**src/rtl/enc_frame_serializer_pkg.sv**
```systemverilog
// Shared parameters, code-rate encodings and serializer state type.
// Optional build macro used by this block: SER_ERR_INJECT_EN.
`ifndef CODE_RATE_2
`define CODE_RATE_2 1'b0
`endif
`ifndef CODE_RATE_3
`define CODE_RATE_3 1'b1
`endif

package param_def;
  localparam int FRAME_BITS = 384;
  localparam int SYM_NUM    = 128;
  localparam int SYM_W      = 3;
  localparam int CNT_W      = 7;

  localparam logic CODE_RATE_2 = `CODE_RATE_2;
  localparam logic CODE_RATE_3 = `CODE_RATE_3;

  typedef enum logic [1:0] {
    SER_IDLE,
    SER_SEND,
    SER_DONE
  } ser_state_t;
endpackage

```
**src/rtl/enc_frame_serializer_if.sv**
```systemverilog
// Symbol stream valid/ready handshake between serializer and its consumer.
interface enc_frame_serializer_if
  import param_def::*;
();
  logic [SYM_W-1:0] sym;
  logic             sym_valid;
  logic             sym_last;
  logic             sym_ready;

  modport master (output sym, sym_valid, sym_last, input sym_ready);
  modport slave  (input sym, sym_valid, sym_last, output sym_ready);
endinterface

```
**src/rtl/enc_sym_select.sv**
```systemverilog
// Combinational picker of code symbol idx from an MSB-first encoder frame.
module enc_sym_select
  import param_def::*;
(
  input  logic [FRAME_BITS-1:0] frame,
  input  logic                  rate,
  input  logic [CNT_W-1:0]      idx,
  output logic [SYM_W-1:0]      sym
);
  logic [8:0]            shamt;
  logic [FRAME_BITS-1:0] shifted;

  // Shifting the symbol to the top keeps every bit index in range at full width.
  always_comb begin
    // NOTE: every combinational output gets a default first so no latch is inferred.
    shamt   = {1'b0, idx, 1'b0};
    if (rate == CODE_RATE_3) shamt = shamt + 9'(idx);
    shifted = frame << shamt;
    sym[0]  = shifted[FRAME_BITS-1];
    sym[1]  = shifted[FRAME_BITS-2];
    sym[2]  = (rate == CODE_RATE_3) & shifted[FRAME_BITS-3];
  end
endmodule

```
**src/rtl/enc_frame_serializer.sv**
```systemverilog
// Captures the encoder frame on a done edge and streams it one symbol per beat.
// Build macro SER_ERR_INJECT_EN adds a single-symbol error injection port pair.
module enc_frame_serializer
  import param_def::*;
(
  input  logic                  clk,
  input  logic                  rst,
  input  logic                  en_ser,
  input  logic                  i_code_rate,
  input  logic [FRAME_BITS-1:0] i_encoder_data,
  input  logic                  i_encoder_done,
`ifdef SER_ERR_INJECT_EN
  input  logic [CNT_W-1:0]      i_err_sym_idx,
  input  logic [SYM_W-1:0]      i_err_mask,
`endif
  enc_frame_serializer_if.master sym_if,
  output logic                  o_frame_done,
  output logic                  o_busy,
  output logic                  o_overrun
);
  ser_state_t            state;
  logic [FRAME_BITS-1:0] frame_q;
  logic                  rate_q;
  logic [CNT_W-1:0]      cnt;
  logic                  done_d;
  logic [SYM_W-1:0]      sym_q;
  logic                  valid_q;
  logic                  last_q;

  logic                  idle;
  logic                  done_edge;
  logic                  xfer;
  logic [FRAME_BITS-1:0] sel_frame;
  logic                  sel_rate;
  logic [CNT_W-1:0]      sel_idx;
  logic [SYM_W-1:0]      sel_sym;
  logic [SYM_W-1:0]      next_sym;

  assign idle      = (state == SER_IDLE);
  assign done_edge = en_ser & i_encoder_done & ~done_d;
  assign xfer      = en_ser & valid_q & sym_if.sym_ready;

  // In IDLE the selector looks at the live inputs so symbol 0 is ready right after capture.
  assign sel_frame = idle ? i_encoder_data : frame_q;
  assign sel_rate  = idle ? i_code_rate : rate_q;
  assign sel_idx   = idle ? '0 : cnt + CNT_W'(1);

  enc_sym_select u_sym_select (
    .frame (sel_frame),
    .rate  (sel_rate),
    .idx   (sel_idx),
    .sym   (sel_sym)
  );

`ifdef SER_ERR_INJECT_EN
  logic [CNT_W-1:0] err_idx_q;
  logic [SYM_W-1:0] err_mask_q;
  logic [CNT_W-1:0] sel_err_idx;
  logic [SYM_W-1:0] sel_err_mask;
  logic [SYM_W-1:0] eff_mask;

  assign sel_err_idx  = idle ? i_err_sym_idx : err_idx_q;
  assign sel_err_mask = idle ? i_err_mask : err_mask_q;
  assign eff_mask     = (sel_rate == CODE_RATE_3) ? sel_err_mask
                                                  : {1'b0, sel_err_mask[SYM_W-2:0]};
  assign next_sym     = (sel_idx == sel_err_idx) ? (sel_sym ^ eff_mask) : sel_sym;

  always_ff @(posedge clk or posedge rst) begin
    if (rst) begin
      err_idx_q  <= '0;
      err_mask_q <= '0;
    end else if (idle && done_edge) begin
      err_idx_q  <= i_err_sym_idx;
      err_mask_q <= i_err_mask;
    end
  end
`else
  assign next_sym = sel_sym;
`endif

  always_ff @(posedge clk or posedge rst) begin
    // NOTE: sequential state uses non-blocking assignments so all registers update together.
    if (rst) begin
      state        <= SER_IDLE;
      frame_q      <= '0;
      rate_q       <= 1'b0;
      cnt          <= '0;
      done_d       <= 1'b0;
      sym_q        <= '0;
      valid_q      <= 1'b0;
      last_q       <= 1'b0;
      o_frame_done <= 1'b0;
      o_busy       <= 1'b0;
      o_overrun    <= 1'b0;
    end else if (en_ser) begin
      done_d       <= i_encoder_done;
      o_frame_done <= 1'b0;
      if (done_edge && !idle) o_overrun <= 1'b1;
      unique case (state)
        SER_IDLE: begin
          if (done_edge) begin
            frame_q <= i_encoder_data;
            rate_q  <= i_code_rate;
            cnt     <= '0;
            sym_q   <= next_sym;
            last_q  <= 1'b0;
            valid_q <= 1'b1;
            o_busy  <= 1'b1;
            state   <= SER_SEND;
          end
        end
        SER_SEND: begin
          if (xfer) begin
            if (cnt == CNT_W'(SYM_NUM - 1)) begin
              valid_q      <= 1'b0;
              last_q       <= 1'b0;
              sym_q        <= '0;
              o_busy       <= 1'b0;
              o_frame_done <= 1'b1;
              state        <= SER_DONE;
            end else begin
              cnt    <= cnt + CNT_W'(1);
              sym_q  <= next_sym;
              last_q <= (cnt == CNT_W'(SYM_NUM - 2));
            end
          end
        end
        SER_DONE: state <= SER_IDLE;
        default:  state <= SER_IDLE;
      endcase
    end
  end

  assign sym_if.sym       = sym_q;
  assign sym_if.sym_valid = valid_q;
  assign sym_if.sym_last  = last_q;
endmodule

```
**src/flat_wrapper.sv**
```systemverilog
// flat-port wrapper written by rule: the top's interface ports become plain ports
module enc_frame_serializer_flat import param_def::*;
  (clk, rst, en_ser, i_code_rate, i_encoder_data, i_encoder_done, o_frame_done, o_busy, o_overrun, sym_if_sym, sym_if_sym_valid, sym_if_sym_last, sym_if_sym_ready);
  enc_frame_serializer_if sym_if_i ();
  input  logic clk;
  input  logic rst;
  input  logic en_ser;
  input  logic i_code_rate;
  input  logic [FRAME_BITS-1:0] i_encoder_data;
  input  logic i_encoder_done;
  output logic o_frame_done;
  output logic o_busy;
  output logic o_overrun;
  output wire logic [$bits(sym_if_i.sym)-1:0] sym_if_sym;
  output wire logic [$bits(sym_if_i.sym_valid)-1:0] sym_if_sym_valid;
  output wire logic [$bits(sym_if_i.sym_last)-1:0] sym_if_sym_last;
  input wire logic [$bits(sym_if_i.sym_ready)-1:0] sym_if_sym_ready;
  assign sym_if_sym = sym_if_i.sym;
  assign sym_if_sym_valid = sym_if_i.sym_valid;
  assign sym_if_sym_last = sym_if_i.sym_last;
  assign sym_if_i.sym_ready = sym_if_sym_ready;
  enc_frame_serializer u_core (.clk(clk), .rst(rst), .en_ser(en_ser), .i_code_rate(i_code_rate), .i_encoder_data(i_encoder_data), .i_encoder_done(i_encoder_done), .sym_if(sym_if_i), .o_frame_done(o_frame_done), .o_busy(o_busy), .o_overrun(o_overrun));
endmodule
```
**config.mk**
```make
export PLATFORM = sky130hd
export DESIGN_NAME = enc_frame_serializer_flat
export DESIGN_NICKNAME = d
export VERILOG_FILES = /design/src/rtl/enc_frame_serializer_pkg.sv /design/src/rtl/enc_frame_serializer_if.sv /design/src/rtl/enc_sym_select.sv /design/src/rtl/enc_frame_serializer.sv /design/src/flat_wrapper.sv
export SDC_FILE = /design/constraint.sdc
export NUM_CORES = 2
export LEC_CHECK = 0
export ABC_AREA = 1
export BUFFER_PORTS_ARGS = -buffer_cell sky130_fd_sc_hd__buf_2
export CAP_MARGIN = 10
export CELL_PAD_IN_SITES_DETAIL_PLACEMENT = 0
export CELL_PAD_IN_SITES_GLOBAL_PLACEMENT = 1
export CORE_MARGIN = 5
export CORE_UTILIZATION = 44
export DETAILED_ROUTE_END_ITERATION = 10
export PLACE_DENSITY = 0.92
export SKIP_CTS_REPAIR_TIMING = 1
export SLEW_MARGIN = 0
export SYNTH_ARGS = -nofsm -noshare
export SYNTH_HDL_FRONTEND = slang
export SYNTH_SLANG_ARGS = --single-unit
```
**constraint.sdc**
```tcl
create_clock -name clk -period 26.9 [get_ports clk]
set_input_delay 0 -clock clk [delete_from_list [all_inputs] [get_ports clk]]
set_output_delay 0 -clock clk [all_outputs]
set_load 0.05 [all_outputs]
```
Word-level counts from Yosys, hierarchy flattened. Index checks and enable logic that the tools add are counted.

Logic and storage cells: 63. Output and inout bits: 8. Bits in registers: 402.

Shift operators: 1. Equality and inequality tests: 7. Bitwise gates (word level): 6. Reductions and logical operators: 10. Mux-type cells: 27. Add/sub/neg operators: 2.

Operators by type and width (count): two-way mux 384 bit (1); left shift 384 x 9 -> 384 bit (1); two-way mux 7 bit (4); equality test 7 bit (second input constant) (2); case mux 7 bit (2 select lines) (1); two-way mux 1 bit (10); AND reduction 5 bit (2); adder 8 x 7 -> 9 bit (1); two-way mux 3 bit (3); two-way mux 9 bit (1); AND reduction 4 bit (2); adder 7 x 1 -> 7 bit (second input constant) (1); two-way mux 2 bit (3); case mux 3 bit (2 select lines) (1); AND 1 bit (5); inequality test 2 x 1 -> 1 bit (second input constant) (2); inequality test 2 bit (second input constant) (2); case mux 1 bit (2 select lines) (2); case mux 2 bit (2 select lines) (1); AND reduction 3 bit (1); equality test 2 x 1 -> 1 bit (second input constant) (1); zero test 2 bit (1); AND reduction 2 bit (1); nonzero test 2 bit (1); other kinds (3) (3).

Depth between registers and ports, before layout.
Word-level depth: 9. Depth in mapped cells: 25. Mapped depth without buffers: 24.

Modules after synthesis. A second synthesis with hierarchy kept.

Cells, all modules: 5033. Area total of the unflattened synthesis: 31011.0 um^2.

By module, submodules not included: enc_frame_serializer (area an instance 20297.0 um^2, cells each 2610, sequential area each 10059.6 um^2, instances 1); enc_sym_select (area an instance 10714.0 um^2, cells each 2423, sequential area each 0.0 um^2, instances 1).

Worst setup path after synthesis. OpenSTA, ideal clock, no wires.

Kind: reg2reg. Start: register u_core.cnt[0]. End: register u_core.sym_q[1] (netlist: u_core.sym_if.sym[1]). Cell stages (with the launch flop): 21. Required time: 26.782 ns. Data arrival time: 2.958 ns. Clock period less this slack: 3.076 ns. Library setup time: 0.118 ns. Buffers on the path: 2. Path slack: 23.824 ns. Cell sequence: dfrtp_1 > inv_2 > ha_1 > nor2_1 > ha_1 > fa_1 > inv_1 > o21ai_4 > inv_2 > buf_2 > buf_2 > nand3_1 > nand3_1 > nand3_1 > nand3_1 > nand3_1 > nand3_1 > nand3_1 > nand2_1 > nand2_1 > nand2_1.

Longest elaborated chain between the ends: 8. Elaborated cells between the ends (all ways): 10. Those cells by class: 2 x add/sub; 1 x eq/ne; 1 x shift; 6 x mux.

RTL lines: start: declaration (line enc_frame_serializer.sv:24) `logic [CNT_W-1:0] cnt;`; start signal: assignment (line enc_frame_serializer.sv:122) `cnt <= cnt + CNT_W'(1);`; adder 7 x 1 -> 7 bit (line enc_frame_serializer.sv:46) `assign sel_idx = idle ? '0 : cnt + CNT_W'(1);`; two-way mux 7 bit (line enc_frame_serializer.sv:46); adder 8 x 7 -> 9 bit (line enc_sym_select.sv:17) `if (rate == CODE_RATE_3) shamt = shamt + 9'(idx);`; two-way mux 9 bit (line enc_sym_select.sv:17); left shift 384 x 9 -> 384 bit (line enc_sym_select.sv:18) `shifted = frame << shamt;`; two-way mux 3 bit (line enc_frame_serializer.sv:114) `if (cnt == CNT_W'(SYM_NUM - 1)) begin`; two-way mux 3 bit (line enc_frame_serializer.sv:113) `if (xfer) begin`; case mux 3 bit (2 select lines) * (line enc_frame_serializer.sv:99) `unique case (state)`; end signal: assignment (line enc_frame_serializer.sv:105) `sym_q <= next_sym;`; end signal: assignment (line enc_frame_serializer.sv:123) `sym_q <= next_sym;`; end: declaration (line enc_frame_serializer.sv:26) `logic [SYM_W-1:0] sym_q;`.

Mark *: on every way between the ends. The rest lies on a longest branch, timed or not. The select of a mux whose other input is x is not followed. A chain may end at the register's enable or synchronous reset.

Worst setup path in the final report.
Start: register u_core.state[1]. End: register u_core.sym_q[2] (netlist: u_core.sym_if.sym[2]).

Longest elaborated chain between the ends: 9. Elaborated cells between the ends (all ways): 17. Those cells by class: 1 x add/sub; 3 x eq/ne; 1 x shift; 8 x mux; 1 x bitwise; 3 x reduce/logical.

RTL lines: start: declaration (line enc_frame_serializer.sv:21) `ser_state_t state;`; start signal: assignment (line enc_frame_serializer.sv:84) `state <= SER_IDLE;`; start signal: assignment (line enc_frame_serializer.sv:109) `state <= SER_SEND;`; start signal: assignment (line enc_frame_serializer.sv:120) `state <= SER_DONE;`; zero test 2 bit (line enc_frame_serializer.sv:39, enc_frame_serializer.sv:99); two-way mux 7 bit (line enc_frame_serializer.sv:46); adder 8 x 7 -> 9 bit (line enc_sym_select.sv:17); two-way mux 9 bit (line enc_sym_select.sv:17); left shift 384 x 9 -> 384 bit (line enc_sym_select.sv:18); AND 1 bit (line enc_sym_select.sv:21) `sym[2] = (rate == CODE_RATE_3) & shifted[FRAME_BITS-3];`; two-way mux 3 bit (line enc_frame_serializer.sv:114); two-way mux 3 bit (line enc_frame_serializer.sv:113); case mux 3 bit (2 select lines) (line enc_frame_serializer.sv:99).

Parallel ways exist; a longest one is shown, timed or not. The select of a mux whose other input is x is not followed.

==> results_dict.tcl <==
set metrics [dict create \
    detail_route.iter0.violations 3398 \
    timing.slew.headroom 0.270 \
    maxCapViolations 0 \
    synthFlopType "sky130_fd_sc_hd__dfrtp_1" \
    worst-path-buf-inv 4 \
    final.setup.tns_ps 0 \
    crit_path_cell_trace "nor2_4 > buf_4 > nor2_1 > ha_1 > fa_1 > inv_1 > o21ai_4 > buf_4 > buf_4 > o21ai_0 > o22ai_1 > nand2_1 > nand3_1 > nand3_1 > nand3_1 > nand2_1 > nand2_1 > nand2_1 > nand2_1 > nand2_1" \
    synth_simple_gate_area_frac 0.390 \
    grt_start_max_net_pins 239 \
    critical_path.most_common_cell "sky130_fd_sc_hd__nand2_1" \
    tritoncts "yes" \
    number_of_global_route_vias_before_repair 29642 \
    drcViolationCount 0 \
    synth_xor_xnor_area_share 0.000575 \
    routed_via_count_divided_by_cell_count 5.30 \
    wire_length_of_the_first_global_routing_pass_um 166000 \
    timing_worst_slew_pin_value_ps 1100 \
    placement_rows 96 \
    power_density_mw_per_mm2 149 \
    cpMaxStageDelayCell "sky130_fd_sc_hd__buf_4" \
    grt.overflow.total 0 \
    antenna_found_initial 24 \
    layout_worst_path_cycle_share 0.202 \
    synth.area.mux_share 0 \
    arrival_ps 5930 \
    p_leak_nw 19.4 \
    final.setup_skew_ps 11.1 \
    ctsHtreeMaxLevel 2 \
    cp-start-kind "register" \
    yosysTopAreaCellShare 0.330 \
    clk_pin_slew_ps 60 \
    detailroute.via_count 34663 \
    post_synth_main_area_contributors "sky130_fd_sc_hd__dfrtp_1 (33%), sky130_fd_sc_hd__nand2_1 (28%), sky130_fd_sc_hd__o21ai_0 (9.8%), sky130_fd_sc_hd__nand3_1 (9.8%), sky130_fd_sc_hd__inv_1 (5.0%)" \
    cpLargestDelayFamily "buffers and inverters" \
    async_flop_share 1.00 \
    die_x_um 273 \
    finalHoldWorstSlack_ps 118 \
    port-buffer-count 397 \
    synth_area_leader_cell "sky130_fd_sc_hd__dfrtp_1" \
    yosysMostFrequentCell "sky130_fd_sc_hd__nand2_1" \
    synth-warning-count 0 \
    timing.critical_path.fanout_max 73 \
    fillCellCount 6817 \
    cp_data_required_time_ps 27400 \
    run_status "complete, no violations" \
    clock_insertion_delay_worst_skew_ps 600 \
    routed_wl_um 113000 \
    synth.cells.most_frequent "sky130_fd_sc_hd__nand2_1 (2259), sky130_fd_sc_hd__o21ai_0 (597), sky130_fd_sc_hd__nand3_1 (594)" \
    core_region_area_mm2 0.0686 \
    synthCells 5055 \
    place_congestion 0.903 \
    num-nets-final 5946 \
    max_clock_freq_mhz 184 \
    setup_viol 0 \
    tritoncts_num_sinks 402 \
    holdCritPathClass "in2async" \
    final_core_utilization 0.550 \
    yosys.cell_types.count 44 \
    syn_nets 5452 \
    ant_nets 0 \
    y_dimension_of_the_die_um 273 \
    largest_family_of_logic_cells_by_synthesized_area "simple AND/OR/NAND/NOR gates" \
    cts.root.buffer_cell "sky130_fd_sc_hd__clkbuf_16" \
    critPathCaptureType "register" \
    grt_util_all_layers 0.276 \
    max_stage_delay_ps 760 \
    cts.path.max_buffers 3 \
    synth_enable_flop_cells 0 \
    post_route_cells_drive_above_1_share 0.0959 \
    synth-compound-area-share 0.162 \
    place_ws_ps 21630 \
    critical_path_class "reg2reg" \
    cts_buffers 51 \
    synthesis.area_per_instance_um2 6.02 \
    ys_seq_area_frac 0.330 \
    boundaryPins 398 \
    detailed_place_hpwl_um 73500 \
    post_synth_fa_ha_maj_area_fraction 0.00312 \
    finalMaxSlewViolations 0 \
    netlist_area_before_placement_mm2 0.0305 \
    final.setup.worst_slack_ps 21470 \
    floorplan.die_area_mm2 0.0746 \
    max_rail_drop_vdd_uv 171 \
    postSynthRegisterBits 402 \
    wire_per_inst_um 17.3 \
    drt_pre_antenna_iters 6 \
    finalHoldViolations 0 \
    floorplan.initialDensity 0.444 \
    rsz0062_at_grt "false" \
    area_growth_syn_to_layout_pct 23.9 \
    fin_crit_ps 5430 \
]
state kept, by name (all words and copies together), names as in the netlist:
register,cells
u_core.frame_q,384
u_core.cnt,7
u_core.sym_if.sym,3
u_core.state,2
u_core.done_d,1
u_core.o_frame_done,1
u_core.o_overrun,1
u_core.rate_q,1
u_core.sym_if.sym_last,1
u_core.sym_if.sym_valid,1
placed cells by master, fill, tap and decap left out, types with 8 or more instances in the layout:
| master | instances |
|---|---|
| sky130_fd_sc_hd__dfrtp_1 | 402 |
| sky130_fd_sc_hd__o211ai_1 | 93 |
| sky130_fd_sc_hd__nand2_1 | 2257 |
| sky130_fd_sc_hd__clkbuf_8 | 12 |
| sky130_fd_sc_hd__buf_4 | 22 |
| sky130_fd_sc_hd__buf_2 | 397 |
| sky130_fd_sc_hd__o21ai_1 | 207 |
| sky130_fd_sc_hd__dlygate4sd3_1 | 393 |
| sky130_fd_sc_hd__a21oi_1 | 11 |
| sky130_fd_sc_hd__clkinv_2 | 8 |
| sky130_fd_sc_hd__inv_1 | 403 |
| sky130_fd_sc_hd__nand3_1 | 594 |
| sky130_fd_sc_hd__clkbuf_16 | 53 |
| sky130_fd_sc_hd__clkbuf_1 | 12 |
| sky130_fd_sc_hd__o21ai_0 | 597 |
| sky130_fd_sc_hd__nor2_1 | 46 |
| sky130_fd_sc_hd__diode_2 | 20 |
worst paths after layout:
kind / startpoint / end / slack (ps) / cells after the start
min in group clk: i_encoder_data[187] / u_core.frame_q[187]$_DFFE_PP0P_ / 170 / 4
worst min-delay path: rst / u_core.frame_q[213]$_DFFE_PP0P_ / 120 / 3
worst max-delay path: u_core.state[1]$_DFFE_PP0P_ / u_core.sym_if.sym[2]$_DFFE_PP0P_ / 21470 / 20
max in group asynchronous: rst / u_core.frame_q[61]$_DFFE_PP0P_ / 24330 / 5
worst min register to register: u_core.o_overrun$_DFFE_PP0P_ / u_core.o_overrun$_DFFE_PP0P_ / 470 / 1
worst max register to register: u_core.state[1]$_DFFE_PP0P_ / u_core.sym_if.sym[2]$_DFFE_PP0P_ / 21470 / 20
per-stage QoR:
stage | instances | cell area, µm² | total power [W]
final | 6539 | 37700 | 0.00561
after global routing | 6534 | 37700 | 0.00618
after CTS | 6126 | 33700 | 0.00551
after detailed placement | 6034 | 32000 | 0.00476
after global placement | 6034 | 32000 | 0.00473
after floorplan | 5055 | 30500 | 0.00402
power by group:
group | switching [W] | internal, W | total [W]
combinational | 0.00267 | 0.00119 | 0.00387
clock | 0.000287 | 0.000440 | 0.000726
sequential | 0.000130 | 0.000885 | 0.00102
total | 0.00309 | 0.00252 | 0.00561
layer usage:
| metal | wire (µm) | global-route usage |
|---|---|---|
| met2 | 54700 | 0.450 |
| met1 | 46300 | 0.358 |
| met4 | 5020 | 0.142 |
| met5 | 54 | 0 |
| met3 | 6920 | 0.0367 |
kinds of logic after synthesis:
kind of cell             after synthesis
AND/OR/NAND/NOR                     2931
AO/OA/AOI/OAI                        925
buffers and inverters                788
flip-flops                           402
adder cells (fa/ha/maj)                7
XOR/XNOR                               2
worst register-to-register path, cell delays in order (launching register included):
cell                      delay (ps)
sky130_fd_sc_hd__dfrtp_1         440
sky130_fd_sc_hd__nor2_4          150
sky130_fd_sc_hd__buf_4           510
sky130_fd_sc_hd__nor2_1          230
sky130_fd_sc_hd__ha_1            290
sky130_fd_sc_hd__fa_1            550
sky130_fd_sc_hd__inv_1            70
sky130_fd_sc_hd__o21ai_4         200
sky130_fd_sc_hd__buf_4           730
sky130_fd_sc_hd__buf_4           790
sky130_fd_sc_hd__o21ai_0         320
sky130_fd_sc_hd__o22ai_1         210
sky130_fd_sc_hd__nand2_1          70
sky130_fd_sc_hd__nand3_1         140
sky130_fd_sc_hd__nand3_1         100
sky130_fd_sc_hd__nand3_1         160
sky130_fd_sc_hd__nand2_1         150
sky130_fd_sc_hd__nand2_1          90
sky130_fd_sc_hd__nand2_1          50
sky130_fd_sc_hd__nand2_1          70
sky130_fd_sc_hd__nand2_1          40
final cells by class:
cell class | count | area [µm²] | area share
clock inverter | 15 | 208 | 0.00550
timing repair buffer | 817 | 6190 | 0.164
sequential | 402 | 10100 | 0.267
antenna | 20 | 50.0 | 0.00133
multi-input combinational | 3865 | 17000 | 0.449
tap | 931 | 1160 | 0.0309
inverter | 412 | 1570 | 0.0416
clock buffer | 77 | 1540 | 0.0407
No activity file was read; power rests on OpenSTA's default activity.
